File: src/rtl/fetch_unit_if.sv
// Instruction-memory request/response bus between the fetch stage (master)
// and instruction memory (slave).
interface fetch_unit_if #(
    parameter int PC_W   = 12,
    parameter int INST_W = 16
);
    logic              imem_req;
    logic [PC_W-1:0]   imem_addr;
    logic              imem_ready;
    logic              imem_rvalid;
    logic [INST_W-1:0] imem_rdata;

    modport master (
        output imem_req,
        output imem_addr,
        input  imem_ready,
        input  imem_rvalid,
        input  imem_rdata
    );

    modport slave (
        input  imem_req,
        input  imem_addr,
        output imem_ready,
        output imem_rvalid,
        output imem_rdata
    );
endinterface

File: src/rtl/fetch_unit.sv
// Instruction-fetch stage: credit-limited in-order requests to instruction memory,
// a small response buffer feeding the IF/ID register, stall hold and redirect flush.
module fetch_unit #(
    parameter int                PC_W     = 12,
    parameter int                INST_W   = 16,
    parameter int                DEPTH    = 2,
    parameter logic [PC_W-1:0]   RESET_PC = 12'h000,
    parameter logic [INST_W-1:0] NOP      = 16'h0000
) (
    input  logic              clk,
    input  logic              reset,
    input  logic              stallF,
    input  logic              redirect_valid,
    input  logic [PC_W-1:0]   redirect_pc,
    fetch_unit_if.master      bus,
    output logic [PC_W-1:0]   pcF,
    output logic [INST_W-1:0] instF,
    output logic              validF
);
    localparam int PTR_W = (DEPTH > 1) ? $clog2(DEPTH) : 1;
    localparam int CNT_W = $clog2(DEPTH) + 1;

    logic [PC_W-1:0]   fetch_pc;
    logic [PC_W-1:0]   resp_pc;
    logic [CNT_W-1:0]  outstanding;
    logic [CNT_W-1:0]  discard;
    logic [CNT_W-1:0]  count;
    logic [CNT_W-1:0]  outstanding_next;
    logic [PTR_W-1:0]  rd_ptr;
    logic [PTR_W-1:0]  wr_ptr;
    logic [PC_W-1:0]   pc_buf   [DEPTH];
    logic [INST_W-1:0] inst_buf [DEPTH];

    logic credit;
    logic req;
    logic handshake;
    logic resp;
    logic drop;
    logic push;
    logic pop;

    // Requests in flight plus buffered words never exceed DEPTH, so a push always has room.
    assign credit    = ({1'b0, outstanding} + {1'b0, count}) < (CNT_W + 1)'(DEPTH);
    assign req       = reset && !redirect_valid && credit;
    assign handshake = req && bus.imem_ready;
    assign resp      = bus.imem_rvalid && (outstanding != '0);
    assign drop      = discard != '0;
    assign push      = resp && !drop && !redirect_valid;
    assign pop       = validF && !stallF && !redirect_valid;

    assign outstanding_next = outstanding + CNT_W'(handshake) - CNT_W'(resp);

    assign bus.imem_req  = req;
    assign bus.imem_addr = fetch_pc;

    assign validF = count != '0;
    assign pcF    = validF ? pc_buf[rd_ptr]   : resp_pc;
    assign instF  = validF ? inst_buf[rd_ptr] : NOP;

    always_ff @(posedge clk or negedge reset) begin
        if (!reset) begin
            fetch_pc    <= RESET_PC;
            resp_pc     <= RESET_PC;
            outstanding <= '0;
            discard     <= '0;
            count       <= '0;
            rd_ptr      <= '0;
            wr_ptr      <= '0;
        end else begin
            outstanding <= outstanding_next;
            if (redirect_valid) begin
                // Everything still in flight belongs to the abandoned path.
                fetch_pc <= redirect_pc;
                resp_pc  <= redirect_pc;
                discard  <= outstanding_next;
                count    <= '0;
                rd_ptr   <= '0;
                wr_ptr   <= '0;
            end else begin
                if (handshake) fetch_pc <= fetch_pc + PC_W'(1);
                if (resp && drop) discard <= discard - CNT_W'(1);
                if (push) begin
                    resp_pc <= resp_pc + PC_W'(1);
                    wr_ptr  <= wr_ptr + PTR_W'(1);
                end
                if (pop) rd_ptr <= rd_ptr + PTR_W'(1);
                count <= count + CNT_W'(push) - CNT_W'(pop);
            end
        end
    end

    always_ff @(posedge clk) begin
        if (push) begin
            pc_buf[wr_ptr]   <= resp_pc;
            inst_buf[wr_ptr] <= bus.imem_rdata;
        end
    end
endmodule

File: src/flat_wrapper.sv
// flat-port wrapper written by rule: the top's interface ports become plain ports
module fetch_unit_flat 
#(
    parameter int                PC_W     = 12,
    parameter int                INST_W   = 16,
    parameter int                DEPTH    = 2,
    parameter logic [PC_W-1:0]   RESET_PC = 12'h000,
    parameter logic [INST_W-1:0] NOP      = 16'h0000
)
  (clk, reset, stallF, redirect_valid, redirect_pc, pcF, instF, validF, bus_imem_req, bus_imem_addr, bus_imem_ready, bus_imem_rvalid, bus_imem_rdata);
  fetch_unit_if #(.PC_W(PC_W), .INST_W(INST_W)) bus_i ();
  input  logic clk;
  input  logic reset;
  input  logic stallF;
  input  logic redirect_valid;
  input  logic [PC_W-1:0] redirect_pc;
  output logic [PC_W-1:0] pcF;
  output logic [INST_W-1:0] instF;
  output logic validF;
  output wire logic [$bits(bus_i.imem_req)-1:0] bus_imem_req;
  output wire logic [$bits(bus_i.imem_addr)-1:0] bus_imem_addr;
  input wire logic [$bits(bus_i.imem_ready)-1:0] bus_imem_ready;
  input wire logic [$bits(bus_i.imem_rvalid)-1:0] bus_imem_rvalid;
  input wire logic [$bits(bus_i.imem_rdata)-1:0] bus_imem_rdata;
  assign bus_imem_req = bus_i.imem_req;
  assign bus_imem_addr = bus_i.imem_addr;
  assign bus_i.imem_ready = bus_imem_ready;
  assign bus_i.imem_rvalid = bus_imem_rvalid;
  assign bus_i.imem_rdata = bus_imem_rdata;
  fetch_unit #(.PC_W(PC_W), .INST_W(INST_W), .DEPTH(DEPTH), .RESET_PC(RESET_PC), .NOP(NOP)) u_core (.clk(clk), .reset(reset), .stallF(stallF), .redirect_valid(redirect_valid), .redirect_pc(redirect_pc), .bus(bus_i), .pcF(pcF), .instF(instF), .validF(validF));
endmodule
File: config.mk
export PLATFORM = sky130hd
export DESIGN_NAME = fetch_unit_flat
export DESIGN_NICKNAME = d
export VERILOG_FILES = /design/src/rtl/fetch_unit_if.sv /design/src/rtl/fetch_unit.sv /design/src/flat_wrapper.sv
export SDC_FILE = /design/constraint.sdc
export NUM_CORES = 1
export LEC_CHECK = 0
export CORE_MARGIN = 3
export CORE_UTILIZATION = 35
export DETAILED_ROUTE_END_ITERATION = 12
export PLACE_DENSITY = 0.64
export RECOVER_POWER = 100
export SLEW_MARGIN = 20
export SYNTH_ARGS = -nofsm -noshare
export SYNTH_HDL_FRONTEND = slang
export SYNTH_SLANG_ARGS = --single-unit
File: constraint.sdc
create_clock -name clk -period 7.4 [get_ports clk]
set_clock_uncertainty 0.05 [all_clocks]
set_input_delay 1.11 -clock clk [delete_from_list [all_inputs] [get_ports clk]]
set_output_delay 1.11 -clock clk [all_outputs]
set_load 0.01 [all_outputs]
**Word-level counts from Yosys, hierarchy flattened**

Memories as Yosys holds them, arrays and structs flattened.
Index checks and enable logic that the tools add are counted.

- Reductions and logical operators: 19
- $lt $le $gt $ge: 1
- Add/sub/neg operators: 10
- Muxes and demuxes: 15

Operators with widths:

| operator | count |
|---|---|
| 12-bit 2-to-1 mux | 5 |
| 12-bit by 1-bit adder with 12-bit output, second input constant | 2 |
| 16-bit 2-to-1 mux | 1 |
| 2-bit nonzero test | 7 |
| 1-bit logical AND | 9 |
| 1-bit 2-to-1 mux | 6 |
| 2-bit 2-to-1 mux | 3 |
| 2-bit by 1-bit adder with 2-bit output | 2 |
| 2-bit by 1-bit subtractor with 2-bit output | 2 |
| 2-bit by 2-bit adder with 3-bit output | 1 |
| 1-bit zero test | 3 |
| 3-bit by 2-bit < comparator with 1-bit output, second input constant | 1 |
| 1-bit adder, second input constant | 2 |
| 2-bit by 1-bit subtractor with 2-bit output, second input constant | 1 |

- Memory bits (writable): 56
- Input bits: 34
- Memories: 2
- Register bits after elaboration: 32
- Word-level logic and storage cells: 54
- Output and inout port bits: 42

Memories:

| name | words | width | rd ports | clocked after Yosys merged registers in | wr ports | RTL line | text |
|---|---|---|---|---|---|---|---|
| u_core.inst_buf | 2 | 16 | 1 | 0 | 1 | fetch_unit.sv:32 | `logic [INST_W-1:0] inst_buf [DEPTH];` |
| u_core.pc_buf | 2 | 12 | 1 | 0 | 1 | fetch_unit.sv:31 | `logic [PC_W-1:0] pc_buf [DEPTH];` |

**Depth between registers and ports, before layout**

- Word-level depth: 7
- Gate-level depth with buffers: 10
- Mapped depth without buffers: 10

**Worst setup path before layout**

OpenSTA, ideal clock, no wires.

- Path type: input to register
- Start point: input redirect_valid
- End point: memory u_core.inst_buf[0][0], enable pin
- Arrival: 3.414 ns
- Data required time: 6.902 ns
- Cell stages on the path: 3
- Library setup time: 0.448 ns
- Path buffers: 2
- Path slack: 3.488 ns
- Cells stage by stage: buf_6 clkbuf_1 nor3_1

- Cells in the longest elaborated chain, start to end: 4

RTL lines:

| item | RTL line | text |
|---|---|---|
| from (decl) | flat_wrapper.sv:15 | `input logic redirect_valid;` |
| 1-bit zero test | fetch_unit.sv:48 | `assign push = resp && !drop && !redirect_valid;` |
| 1-bit logical AND | fetch_unit.sv:48 |  |
| 1-bit 2-to-1 mux | fetch_unit.sv:93 | `if (push) begin` |
| 1-bit 2-to-1 mux (not written as such) | fetch_unit.sv:95 | `inst_buf[wr_ptr] <= bus.imem_rdata;` |
| to (decl) | fetch_unit.sv:32 |  |

Every way passes these cells.

**Worst setup path in the final report**

- Start point: input reset
- End point: output bus_imem_req

- Cells in the longest elaborated chain, start to end: 2

RTL lines:

| item | RTL line | text |
|---|---|---|
| from (decl) | flat_wrapper.sv:13 | `input logic reset;` |
| 1-bit logical AND (2 in a row) | fetch_unit.sv:44 | `assign req = reset && !redirect_valid && credit;` |
| to (decl) | flat_wrapper.sv:20 | `output wire logic [$bits(bus_i.imem_req)-1:0] bus_imem_req;` |

Every way passes these cells.

==> summary.md <==
| Metric | Value |
|---|---|
| Final min period | 5.439 ns |
| Seq/Total Area, Yosys | 61.88% |
| RSZ-0062 raised after global routing | no |
| Final Max Tran Viols | 178 |
| Combinational family with the most area after synthesis | simple AND/OR/NAND/NOR gates |
| Hold Buf Count CTS | 0 |
| Synth warn | 0 |
| Seq pwr share | 43.7% |
| Crit Path Max Fanout | 36 |
| Antenna cells | 0 |
| Share of cells above drive strength 1 | 5.556% |
| EDFF count, synth | 56 |
| CP endpoint kind | output port |
| Synth Flop Type | edfxtp_1 |
| Worst slew pin tran | 1.951 ns |
| Postcts setup bufs | 0 |
| Starting Density | 36.37% |
| Avg WL per Cell | 15.63 um |
| Min-delay src | u_core.resp_pc[11]$_DFFE_PN0P_ |
| CTS tree | done |
| # rows | 38 |
| Largest net degree at the start of global routing | 45 |
| Max-Cap Viols | 5 |
| R2R cell count | 6 |
| Sw Share | 30.82% |
| Sink Count | 88 |
| Synth Area in Adders | 2.682% |
| CTS root buffer | clkbuf_16 |
| Worst setup SP type | primary input |
| Leakage power | 1.941 nW |
| Routed Antenna Nets | 0 |
| Fin crit share | 73.50% |
| GP Congestion | 0.8509 |
| Final setup TNS | 0 ns |
| Post-synthesis compound-gate area fraction | 7.548% |
| Latest clock arrival within the worst-skew pair | 0.33 ns |
| Cells after Synth | 329 |
| Peak supply drop | 99.66 uV |
| Number of synthesized register bits | 88 |
| Async set-or-reset flop fraction in the synthesized netlist | 36.36% |
| Hold Path End | u_core.pc_buf[1][11]$_DFFE_PP_ |
| Post-synthesis mux area share | 8.141% |
| Area added between synthesis and finish | 29.04% |
| Core Area | 11030 sq um |
| Post-layout nets | 451 |
| Worst hold path type | reg2reg |
| Die height | 113.1 um |
| DR vias/cell | 5.007 |
| Bufs on Longest Clock Path | 2 |
| Congestion Overflow GR | 0 |
| Die ar. | 12780 sq um |
| Sw Pwr | 0.4442 mW |
| Library cells used by synthesis | 42 |
| I/O pins | 76 |
| Clk pwr share | 28.7% |
| Vias in the first global route | 2894 |
| Syn Std Cell Area | 4011 sq um |
| Die width | 113.1 um |
| Worst r2r src | u_core.discard[0]$_DFFE_PN0P_ |
| Initial antenna violation count | 0 |
| Dpl hpwl | 5835 um |
| Clk pin slew, worst setup/hold paths | 0.06 ns |
| Drt first-iter violations | 118 |
| First-pass GRT wire length | 14410 um |
| Synth Area in XOR/XNOR | 3.712% |
| Crit path kind | in2out |
| Slew margin rel. | -30.10% |
| Post-cts gate resize count | 0 |
| Crit path DAT | 4.28 ns |
| DRT Pass-1 Iters | 4 |
| Mapped Avg Cell Area | 12.19 sq um |
| H-Tree Level Count | 3 |
| # DRC | 0 |
| F_max | 0.1839 GHz |
| Status | finished, violations left |
| GRT Total Usage | 13.96% |
| Combinational share of power | 27.6% |
| Reg2Reg Setup Slack | 4.40 ns |
| Reg2reg end | u_core.inst_buf[1][13]$_DFFE_PP_ |
| Port Buffers | 75 |
| Filler cells | 1059 |
| Post-Synth Simple-Gate Area | 12.98% |
| Failing checks | capacitance limit, slew limit |
| P_int | 0.9973 mW |
| CP required | 6.24 ns |
| Routed vias | 2774 |
| Hold Path Depth | 0 |
| Syn Nets | 371 |
| CTS Buf Count | 9 |
| PwrDens | 278.5 nW/um^2 |
| Drt total wl | 8659 um |
| Fin. Hold Viols | 0 |
| Total Power | 1.442 mW |
| Endpoints failing setup | 0 |
[placed cells by master (no fill, tap or decap), types with 3 or more instances in the layout]
cell type | Yosys | final
nor3_1 | 5 | 4
edfxtp_1 | 56 | 56
a21oi_1 | 6 | 6
clkdlybuf4s50_1 | 0 | 16
and3_1 | 3 | 3
nand3_1 | 5 | 5
ha_1 | 7 | 7
clkbuf_1 | 8 | 6
nand2_1 | 38 | 39
nor4_1 | 4 | 4
a41oi_1 | 3 | 3
nand4_1 | 7 | 7
dfrtp_1 | 32 | 32
o211ai_1 | 8 | 8
xnor2_1 | 12 | 12
nor2_1 | 28 | 27
clkbuf_16 | 0 | 9
inv_1 | 15 | 15
or3_1 | 4 | 4
o21ai_0 | 23 | 24
a21boi_0 | 2 | 4
xor2_1 | 5 | 5
dlygate4sd3_1 | 0 | 59
clkinvlp_4 | 0 | 3
mux2i_1 | 30 | 30
[cell usage after synthesis (all sizes together) (3+ instances only)]
master  count  area share, %
a21boi      4           0.75
a21oi       6           0.75
a41oi       3           0.66
and2        3           0.47
and3        3           0.47
buf         4           0.65
clkbuf      8           0.75
dfrtp      32             20
edfxtp     56             42
ha          7            2.2
inv        16            1.6
mux2i      30            7.5
nand2      39            3.8
nand3       5           0.62
nand4       8            1.4
nor2       28            2.6
nor3        5           0.62
nor4        4           0.62
o211ai      9            1.8
o21ai      24            3.0
or3         4           0.62
xnor2      12            2.6
xor2        5            1.1
[worst max-delay path, cell delays in order]
cell and delay, ns:
dlygate4sd3_1 0.52, clkbuf_1 1.40, nor4b_4 0.56, dlygate4sd3_1 0.67
[metrics by stage]
stage / instances / hold slack [ns] / cell area (sq um) / worst slack (ns) / utilization [%]
finish: 554 / 0.4927 / 5176 / 1.961 / 46.93
global route: 554 / 0.5241 / 5176 / 1.586 / 46.93
CTS: 554 / 0.4953 / 5207 / 3.096 / 47.21
detailed placement: 538 / 0.4781 / 4933 / 3.113 / 44.73
global placement: 538 / 0.4663 / 4933 / 3.135 / 44.73
floorplan: 329 / 0.4355 / 4011 / 3.488 / -
[metal layers]
layer	part of all wire [%]	vias to the layer above	track usage, %
li1	-	1347	-
met4	0.64	0	4.167
met5	0	-	0
met3	6.1	5	2.888
met2	45	98	21.72
met1	48	1324	19.80
[cell families after synthesis]
group | count (synthesis)
mux | 32
compound gates | 49
xor+xnor | 17
simple gates | 106
flops | 88
fa+ha+maj | 8
buf+inv | 29
[power by group through the flow]
stage,clock [mW],sequential (mW),combinational [mW]
2_1_floorplan,0,0.630,0.241
5_1_grt,0.450,0.636,0.447
4_1_cts,0.428,0.628,0.434
3_3_place_gp,0,0.635,0.426
3_5_place_dp,0,0.638,0.431
6_report,0.414,0.629,0.398
[final cells by class]
class	count	area [sq um]	area share (%)
timing repair buffer	81	777.0	15.01
inverter	17	65.06	1.257
tap	140	175.2	3.384
multi-input combinational	212	1403	27.10
clock inverter	6	45.04	0.8702
clock buffer	10	229.0	4.424
sequential	88	2482	47.96
[registers in the layout (all words and copies together), names as in the netlist]
register              count
u_core.discard            2
u_core.rd_ptr             1
u_core.count              2
u_core.outstanding        2
u_core.pc_buf            24
u_core.resp_pc           12
u_core.bus.imem_addr     12
u_core.wr_ptr             1
u_core.inst_buf          32
[worst max-delay path by stage]
stage | cells past startpoint | endpoint | start
floorplan | 3 | u_core.inst_buf[0][0]$_DFFE_PP_ | redirect_valid
global placement | 4 | bus_imem_req | reset
detailed placement | 4 | bus_imem_req | reset
CTS | 4 | bus_imem_req | reset
global route | 4 | bus_imem_req | reset
finish | 4 | bus_imem_req | reset
(Power assumes the default switching activity.)
